### config.mk
export PLATFORM = sky130hd
export DESIGN_NAME = line_raster_ctrl
export DESIGN_NICKNAME = d
export VERILOG_FILES = /design/src/rtl/gfx_pkg.sv /design/src/rtl/Precomputed_param.sv /design/src/rtl/line_raster_ctrl.sv
export SDC_FILE = /design/constraint.sdc
export NUM_CORES = 1
export LEC_CHECK = 0
export CAP_MARGIN = 20
export CORE_MARGIN = 2
export CORE_UTILIZATION = 42
export CTS_CLUSTER_DIAMETER = 60
export DETAILED_ROUTE_END_ITERATION = 8
export HOLD_SLACK_MARGIN = 0.05
export RECOVER_POWER = 50
export SKIP_LAST_GASP = 1
export SLEW_MARGIN = 15
export SYNTH_ARGS = -nofsm -noshare
export SYNTH_HDL_FRONTEND = slang
export SYNTH_SLANG_ARGS = --single-unit
### constraint.sdc
create_clock -name clk -period 12.45 [get_ports clk]
set_clock_uncertainty 0.15 [all_clocks]
set_input_delay 3.735 -clock clk [delete_from_list [all_inputs] [get_ports clk]]
set_output_delay 3.735 -clock clk [all_outputs]
set_load 0.01 [all_outputs]
### src/rtl/gfx_pkg.sv
// Shared definitions for the line rasterizer: default width, FSM encoding
// and the minor-axis step constants.
package gfx_pkg;

  localparam int GFX_WIDTH = 10;

  typedef enum logic [1:0] {
    IDLE = 2'd0,
    LOAD = 2'd1,
    DRAW = 2'd2
  } state_t;

  localparam logic signed [1:0] YSTEP_POS = 2'sb01;
  localparam logic signed [1:0] YSTEP_NEG = 2'sb11;

endpackage

### src/rtl/Precomputed_param.sv
// Combinational Bresenham setup: picks the major axis, orders the endpoints
// along it and derives the deltas and minor-axis step direction.
module Precomputed_param
  import gfx_pkg::*;
#(
  parameter int WIDTH = GFX_WIDTH
) (
  input  logic [WIDTH-1:0]  x0,
  input  logic [WIDTH-1:0]  y0,
  input  logic [WIDTH-1:0]  x1,
  input  logic [WIDTH-1:0]  y1,
  output logic [WIDTH-1:0]  x0_out,
  output logic [WIDTH-1:0]  x1_out,
  output logic [WIDTH-1:0]  y0_out,
  output logic [WIDTH-1:0]  deltax,
  output logic [WIDTH-1:0]  deltay,
  output logic signed [1:0] ystep,
  output logic              steep
);

  logic signed [WIDTH-1:0] dx_raw, dy_raw, abs_dx, abs_dy;
  logic signed [WIDTH-1:0] sa0, sb0, sa1, sb1;
  logic signed [WIDTH-1:0] ma0, ma1, mb0, mb1, db;
  logic                    rev;

  assign dx_raw = $signed(x1) - $signed(x0);
  assign dy_raw = $signed(y1) - $signed(y0);
  assign abs_dx = dx_raw[WIDTH-1] ? -dx_raw : dx_raw;
  assign abs_dy = dy_raw[WIDTH-1] ? -dy_raw : dy_raw;
  assign steep  = abs_dy > abs_dx;

  // Swap into major/minor coordinates, then order by the major axis so
  // pixels always come out ascending regardless of command direction.
  assign sa0 = steep ? $signed(y0) : $signed(x0);
  assign sb0 = steep ? $signed(x0) : $signed(y0);
  assign sa1 = steep ? $signed(y1) : $signed(x1);
  assign sb1 = steep ? $signed(x1) : $signed(y1);
  assign rev = sa0 > sa1;

  assign ma0 = rev ? sa1 : sa0;
  assign ma1 = rev ? sa0 : sa1;
  assign mb0 = rev ? sb1 : sb0;
  assign mb1 = rev ? sb0 : sb1;
  assign db  = mb1 - mb0;

  assign x0_out = ma0;
  assign x1_out = ma1;
  assign y0_out = mb0;
  assign deltax = ma1 - ma0;
  assign deltay = db[WIDTH-1] ? -db : db;
  assign ystep  = (mb0 < mb1) ? YSTEP_POS : YSTEP_NEG;

endmodule

### src/rtl/line_raster_ctrl.sv
// Bresenham line sequencer: latches a command, captures the setup values,
// then steps the error accumulator emitting one pixel per accepted beat.
//
// state | meaning
// IDLE  | waiting for a command, cmd_ready high
// LOAD  | capture precompute outputs, init counters and error
// DRAW  | present pixel, advance on pix_ready
module line_raster_ctrl
  import gfx_pkg::*;
#(
  parameter int WIDTH = GFX_WIDTH
) (
  input  logic             clk,
  input  logic             rst_n,
  input  logic             cmd_valid,
  output logic             cmd_ready,
  input  logic [WIDTH-1:0] x0,
  input  logic [WIDTH-1:0] y0,
  input  logic [WIDTH-1:0] x1,
  input  logic [WIDTH-1:0] y1,
  input  logic             abort,
  output logic             pix_valid,
  input  logic             pix_ready,
  output logic [WIDTH-1:0] px,
  output logic [WIDTH-1:0] py,
  output logic             line_done,
  output logic             busy
);

  state_t                state_q, state_d;
  logic [WIDTH-1:0]      x0_in_q, x0_in_d, y0_in_q, y0_in_d;
  logic [WIDTH-1:0]      x1_in_q, x1_in_d, y1_in_q, y1_in_d;
  logic [WIDTH-1:0]      x1_q, x1_d, deltax_q, deltax_d, deltay_q, deltay_d;
  logic [WIDTH-1:0]      xc_q, xc_d, yc_q, yc_d;
  logic signed [1:0]     ystep_q, ystep_d;
  logic                  steep_q, steep_d;
  logic signed [WIDTH:0] err_q, err_d;
  logic                  line_done_q, line_done_d;

  logic [WIDTH-1:0]      pre_x0, pre_x1, pre_y0, pre_dx, pre_dy;
  logic signed [1:0]     pre_ystep;
  logic                  pre_steep;
  logic signed [WIDTH:0] err_init, err_step;

  Precomputed_param #(.WIDTH(WIDTH)) u_pre (
    .x0     (x0_in_q),
    .y0     (y0_in_q),
    .x1     (x1_in_q),
    .y1     (y1_in_q),
    .x0_out (pre_x0),
    .x1_out (pre_x1),
    .y0_out (pre_y0),
    .deltax (pre_dx),
    .deltay (pre_dy),
    .ystep  (pre_ystep),
    .steep  (pre_steep)
  );

  assign err_init = $signed({1'b0, pre_dx}) >>> 1;
  assign err_step = err_q - $signed({1'b0, deltay_q});

  always_ff @(posedge clk) begin
    if (!rst_n) begin
      state_q     <= IDLE;
      x0_in_q     <= '0;
      y0_in_q     <= '0;
      x1_in_q     <= '0;
      y1_in_q     <= '0;
      x1_q        <= '0;
      deltax_q    <= '0;
      deltay_q    <= '0;
      ystep_q     <= '0;
      steep_q     <= 1'b0;
      xc_q        <= '0;
      yc_q        <= '0;
      err_q       <= '0;
      line_done_q <= 1'b0;
    end else begin
      state_q     <= state_d;
      x0_in_q     <= x0_in_d;
      y0_in_q     <= y0_in_d;
      x1_in_q     <= x1_in_d;
      y1_in_q     <= y1_in_d;
      x1_q        <= x1_d;
      deltax_q    <= deltax_d;
      deltay_q    <= deltay_d;
      ystep_q     <= ystep_d;
      steep_q     <= steep_d;
      xc_q        <= xc_d;
      yc_q        <= yc_d;
      err_q       <= err_d;
      line_done_q <= line_done_d;
    end
  end

  always_comb begin
    state_d     = state_q;
    x0_in_d     = x0_in_q;
    y0_in_d     = y0_in_q;
    x1_in_d     = x1_in_q;
    y1_in_d     = y1_in_q;
    x1_d        = x1_q;
    deltax_d    = deltax_q;
    deltay_d    = deltay_q;
    ystep_d     = ystep_q;
    steep_d     = steep_q;
    xc_d        = xc_q;
    yc_d        = yc_q;
    err_d       = err_q;
    line_done_d = 1'b0;

    if (abort) begin
      state_d = IDLE;
    end else begin
      case (state_q)
        IDLE: begin
          if (cmd_valid) begin
            x0_in_d = x0;
            y0_in_d = y0;
            x1_in_d = x1;
            y1_in_d = y1;
            state_d = LOAD;
          end
        end
        LOAD: begin
          x1_d     = pre_x1;
          deltax_d = pre_dx;
          deltay_d = pre_dy;
          ystep_d  = pre_ystep;
          steep_d  = pre_steep;
          xc_d     = pre_x0;
          yc_d     = pre_y0;
          err_d    = err_init;
          state_d  = DRAW;
        end
        DRAW: begin
          if (pix_ready) begin
            if (xc_q == x1_q) begin
              state_d     = IDLE;
              line_done_d = 1'b1;
            end else begin
              xc_d = xc_q + WIDTH'(1);
              if (err_step[WIDTH]) begin
                yc_d  = yc_q + {{(WIDTH-2){ystep_q[1]}}, ystep_q};
                err_d = err_step + $signed({1'b0, deltax_q});
              end else begin
                err_d = err_step;
              end
            end
          end
        end
        default: state_d = IDLE;
      endcase
    end
  end

  assign cmd_ready = (state_q == IDLE) && !abort;
  assign pix_valid = (state_q == DRAW);
  assign busy      = (state_q != IDLE);
  assign line_done = line_done_q;
  assign px        = steep_q ? yc_q : xc_q;
  assign py        = steep_q ? xc_q : yc_q;

endmodule

=== Word-level counts from Yosys, hierarchy flattened ===
Index checks and enable logic that the tools add are counted.
Widths: inputs -> output; s select.

* Bits in registers: 107
* Output and inout bits: 24
* Logic and storage cells: 82

* Add/subtract/negate cells: 11
* $lt $le $gt $ge: 3
* Eq/ne operators: 8
* Muxes and demuxes: 30
* Bitwise logic cells: 4
* Reductions and logical operators: 12

{| class="wikitable"
|+ Operators with widths
! cell !! count
|-
| $mux 10 || 18
|-
| $pmux 10 s2 || 2
|-
| $sub 10x10->10 || 4
|-
| $mux 11 || 3
|-
| $neg 10->10 || 3
|-
| $pmux 11 s2 || 1
|-
| $gt 10x10->1 || 2
|-
| $add 11x11->11 || 1
|-
| $sub 11x11->11 || 1
|-
| $add 10x1->10 const B || 1
|-
| $add 10x10->10 || 1
|-
| $eq 10x10->1 || 1
|-
| $lt 10x10->1 || 1
|-
| $mux 2 || 4
|-
| $ne 2x1->1 const B || 3
|-
| $pmux 2 s3 || 1
|-
| $reduce_and 3->1 || 2
|-
| $reduce_and 5->1 || 1
|-
| $ne 2x2->1 const B || 2
|-
| $not 1->1 || 4
|-
| $reduce_and 4->1 || 1
|-
| $reduce_bool 2->1 || 2
|-
| $reduce_or 4->1 || 1
|-
| $eq 2x1->1 const B || 1
|-
| 7 further kinds || 7
|}

=== Logic depth before layout (Yosys ltp) ===
* Depth in word-level cells: 10
* Gate-level depth with buffers: 54

=== Modules after synthesis ===
A second synthesis with hierarchy kept.

* Cell total of the unflattened synthesis: 1366
* Area, all modules: 9855.7 um2

{| class="wikitable"
|+ By module, submodules not included
! module !! instances !! cells each !! area an instance (um2)
|-
| line_raster_ctrl || 1 || 763 || 5934.4
|-
| Precomputed_param || 1 || 603 || 3921.3
|}

=== Worst setup path before layout ===
OpenSTA, ideal clock, no wires.

* Kind: reg2reg
* Start: register x1_in_q[1]
* End: register deltay_q[8]
* Setup time: 0.086 ns
* Arrival: 9.602 ns
* Required time: 12.214 ns
* Setup slack: 2.612 ns
* Cell stages (with the launch flop): 49
* Path buffers: 8
* Path through: dfxtp_1 ha_1 a21o_1 a21o_1 a21o_1 nand2_1 a21boi_0 o21ai_0 nand2b_1 a21o_1 a21oi_1 xnor2_1 or4_1 ha_1 nand4_2 nor3_4 a221oi_4 nor2_4 [13 not listed] buf_2 clkbuf_1 nand2_1 a31oi_1 ha_1 nor2b_1 o21ai_0 a21boi_0 o21ai_0 a21boi_0 o21ai_0 a21boi_0 o21ai_0 nand2b_1 xnor2_1 o21ai_0 xor2_1 a211oi_1

* Cells in the longest elaborated chain, start to end: 10
* Elaborated cells between the ends (all ways): 14
* Those cells by class: 4 x add/sub; 2 x order compare; 8 x mux

{| class="wikitable"
|+ Ends and longest elaborated chain
! item !! line !! source
|-
| start, declared || line_raster_ctrl.sv:32 || <nowiki>logic [WIDTH-1:0] x1_in_q, x1_in_d, y1_in_q, y1_in_d;</nowiki>
|-
| start signal, assigned || line_raster_ctrl.sv:82 || <nowiki>x1_in_q <= x1_in_d;</nowiki>
|-
| $sub 10x10->10 || Precomputed_param.sv:26 || <nowiki>assign dx_raw = $signed(x1) - $signed(x0);</nowiki>
|-
| $neg 10->10 || Precomputed_param.sv:28 || <nowiki>assign abs_dx = dx_raw[WIDTH-1] ? -dx_raw : dx_raw;</nowiki>
|-
| $mux 10 || Precomputed_param.sv:28 ||
|-
| $gt 10x10->1 || Precomputed_param.sv:30 || <nowiki>assign steep = abs_dy > abs_dx;</nowiki>
|-
| $mux 10 (on tied branches) || Precomputed_param.sv:34, Precomputed_param.sv:36 ||
|-
| $gt 10x10->1 || Precomputed_param.sv:38 || <nowiki>assign rev = sa0 > sa1;</nowiki>
|-
| $mux 10 (on tied branches) || Precomputed_param.sv:43, Precomputed_param.sv:42 ||
|-
| $sub 10x10->10 * || Precomputed_param.sv:44 || <nowiki>assign db = mb1 - mb0;</nowiki>
|-
| $neg 10->10 || Precomputed_param.sv:50 || <nowiki>assign deltay = db[WIDTH-1] ? -db : db;</nowiki>
|-
| $mux 10 * || Precomputed_param.sv:50 ||
|-
| end signal, assigned || line_raster_ctrl.sv:86 || <nowiki>deltay_q <= deltay_d;</nowiki>
|-
| end, declared || line_raster_ctrl.sv:33 || <nowiki>logic [WIDTH-1:0] x1_q, x1_d, deltax_q, deltax_d, deltay_q, deltay_d;</nowiki>
|}

Mark *: on every way between the ends. The rest lies on a longest branch, timed or not.
A chain may end at the register's enable or synchronous reset.

=== Worst setup path after layout ===
Ends and elaborated chain as after synthesis.

==> results.md <==
- Share of the clock period used by the worst path after layout: 87.9%
- Via count of the first global-routing pass: 8,452
- Initial antenna violation count: 0
- Resized cells post-CTS: 0
- Area used by multi-input combinational logic: 7120 um2
- Most numerous cell on the critical path: o21ai_0
- Largest cells by area after synthesis: dfxtp_1 (22%), ha_1 (11%), nand2_1 (8.9%), a21oi_1 (6.5%), mux2i_1 (5.0%)
- Placed instance area: 10,700 um2
- Data arrival time of the critical path: 11.06 ns
- Maximum number of buffers from clock root to sink: 2
- First element of the critical path: x1_in_q[1]$_SDFFE_PN0P_
- Height of the die: 157 um
- Post-synth top area share: 21.7%
- Clock insertion delay at the later pin of the skew report: 0.38 ns
- Remaining design rule violation count: 0
- Worst reg-to-reg setup slack: 1.50 ns
- Crit-path slowest cell: o21ai_0
- Unrepaired setup endpoints after global routing: no
- WP buf/inv: 1
- CTS Root Buffer Type: clkbuf_16
- Main synth FF type: dfxtp_1
- Die area: 24,700 um2
- Via Count: 9,446
- Wire length per cell after detailed routing: 17.5 um
- Critical path destination: deltay_q[8]$_SDFFE_PN0P_
- Crit path depth: 42
- Fraction of final layout cells sized beyond drive strength 1: 5.54%
- Overall die width: 157 um
- R2R Path End: deltay_q[8]$_SDFFE_PN0P_
- Starting density of the core: 42.4%
- Iter 0 DRT Violations: 783
- Site row count: 56
- Clock-pin slew on the worst setup and hold paths: 0.09 ns
- First-pass GRT wire length: 46,400 um
- Number of hold violations in the final report: 0
- Most common library cell in the layout ignoring fill and taps: nand2_1
- Run status: finished, violations left
- Maximum fanout count along the critical path: 20
- Core region area: 23,300 um2
- Count of flip-flops with a built-in enable after synthesis: 0
- Summed area of non-filler cells in the final layout: 11,100 um2
- Maximum number of pins on one net before global-route repair: 59
- Number of buffers inserted during clock tree synthesis: 9
- Number of placed I/O pins: 69
- Sequential-to-total area share from yosys stat: 21.7%
- Relative max-transition margin: -72.5%
- Total of flip-flops plus latches after synthesis: 107
- Buffers inserted during post-CTS setup optimization: 0
- RR Startpoint: x1_in_q[1]$_SDFFE_PN0P_
- Total negative setup slack: 0 ns
- Cell Area, Synth: 9860 um2
- Worst Max-Slew Pin Slew: 2.59 ns
- Met3 wirelength from detailed routing: 1680 um
- Crit-path max cell delay: 0.73 ns
- Element type at the critical path start: register
- Unique cell type count in the Yosys netlist: 87
- Gpl congestion: 0.959
- Met2 wire len: 13,400 um
- Post-synthesis area per instance: 7.32 um2
- Net count of the finished layout: 1,502
- Number of instances in the synthesized netlist: 1,347
- Required time of the critical path: 12.57 ns
- Final slew viol count: 109
- Highest layer used for signal routing: met4
- Number of antenna repair diodes: 0
- TritonCTS clock tree: built
- Maximum Capacitance Violations: 2
- Kind of cell adding the most delay to the critical path: compound AO/OA/AOI/OAI gates
- Yosys warnings: 0
- Router iterations before antenna repair: 5
- Min cycle time layout: 10.95 ns
- Async set-or-reset flop fraction in the synthesized netlist: 0%
- Layout overhead on the synthesized area: 12.2%
- Most used cells in the layout excluding fill and tap cells: nand2_1 (233), a21oi_1 (129), nor2_1 (119)
- Final antenna-violating net count: 0
- Cell type contributing the most total cell area after synthesis: dfxtp_1
- Total GRT Usage: 24.0%
- Max Clk Rate: 91.3 MHz
- Reg area: 2140 um2
- Count of H-tree levels built during CTS: 3
- HP Class: reg2reg
- Wire length after detailed routing: 29,500 um
- WS Path Type: reg2reg
- Number of cells on the worst reg-to-reg path: 42
- Grt total ovfl: 0
- Number of buffers inserted by hold repair at cts: 0
- Worst setup EP type: register
- Mapped Nets: 1,481
- Vias per inst: 5.58
- Number of sinks handled by clock tree synthesis: 107
- Fillcell total: 2,418
- Violations in the final reports: max-capacitance violations, max-slew violations
- Sum of net half-perimeters after detailed placement: 22,600 um
- Post-Route M1 WL: 14,000 um
- Setup violations, final: 0
- Count of input and output buffers: 68
registers in the layout (all words and copies together), names as in the netlist:
register and cells:
err_q 11, deltax_q 10, y0_in_q 10, y1_in_q 10, yc_q 10, line_done 1, xc_q 10, state_q 2
ystep_q 2, x0_in_q 10, x1_q 10, deltay_q 10, steep_q 1, x1_in_q 10
area by class of cell:
cell class / count / area share [%]
Timing Repair Buffer: 78 / 6.76
Sequential cell: 107 / 19.4
Clock buffer: 9 / 2.04
Tap cell: 319 / 3.61
Inverter: 87 / 2.95
Multi-Input combinational cell: 1085 / 64.3
Clock inverter: 7 / 0.927
synthesized netlist by cell type, types with 5 or more instances:
master,n
nand2b_1,11
a211oi_1,20
inv_1,85
clkbuf_1,54
xnor2_1,48
dfxtp_1,107
a21o_1,18
o31ai_1,6
a31oi_1,20
buf_2,6
fa_1,6
mux2i_1,49
nand3b_1,5
nor2b_1,13
and3_1,12
and2_1,9
o21a_1,5
nand4_1,5
mux2_2,16
or3_1,6
nand3_1,26
nand2_1,233
o22ai_1,6
o21ai_0,64
o21bai_1,16
ha_1,83
o21ai_1,5
nor4_1,6
o211ai_1,22
a21boi_0,6
nor2_1,119
xor2_1,34
a21oi_1,129
nor3_1,15
worst register-to-register path, delay by kind of cell (launching register included):
kind,cells,cell delay [ns]
AOI/OAI and AO/OA,21,4.55
and+or+nand+nor,11,2.33
adders and majority gates,4,1.44
xor gates and xnor gates,3,0.83
muxes,2,0.72
DFF,1,0.49
buffers and inverters,1,0.33
per-layer routing:
layer / vias up / track usage, %
li1: 4744 / -
met1: 4393 / 33.8
met2: 280 / 39.1
met3: 29 / 3.03
met4: 0 / 5.71
met5: - / 0
how the worst min path moves through the flow:
| stage | start | to | depth (start not counted) |
|---|---|---|---|
| after detailed placement | err_q[0]$_SDFFE_PN0P_ | err_q[0]$_SDFFE_PN0P_ | 2 |
| after global routing | deltay_q[9]$_SDFFE_PN0P_ | deltay_q[9]$_SDFFE_PN0P_ | 2 |
| after global placement | deltay_q[9]$_SDFFE_PN0P_ | deltay_q[9]$_SDFFE_PN0P_ | 2 |
| after floorplan | deltay_q[2]$_SDFFE_PN0P_ | deltay_q[2]$_SDFFE_PN0P_ | 2 |
| final | err_q[0]$_SDFFE_PN0P_ | err_q[0]$_SDFFE_PN0P_ | 2 |
| after CTS | err_q[0]$_SDFFE_PN0P_ | err_q[0]$_SDFFE_PN0P_ | 2 |
per-stage QoR:
step	setup WS [ns]	hold WS [ns]	cells	util, %
2_1_floorplan	2.61	0.282	1347	-
3_3_place_gp	1.87	0.295	1675	46.1
3_5_place_dp	1.62	0.299	1676	46.2
4_1_cts	1.58	0.310	1692	47.6
5_1_grt	0.574	0.326	1692	47.6
6_report	1.50	0.307	1692	47.6
cells by family after synthesis:
group / share of synthesized area, %
XOR/XNOR: 7.28
flip-flops: 21.7
multiplexers: 7.21
AND/OR/NAND/NOR: 21.7
adder cells (fa/ha/maj): 12.1
buffers and inverters: 6.24
AO/OA/AOI/OAI: 23.7
Power is left out: the tool's default activity adds up to more than one toggle a clock period on the data nets, which glitch-free logic cannot reach.
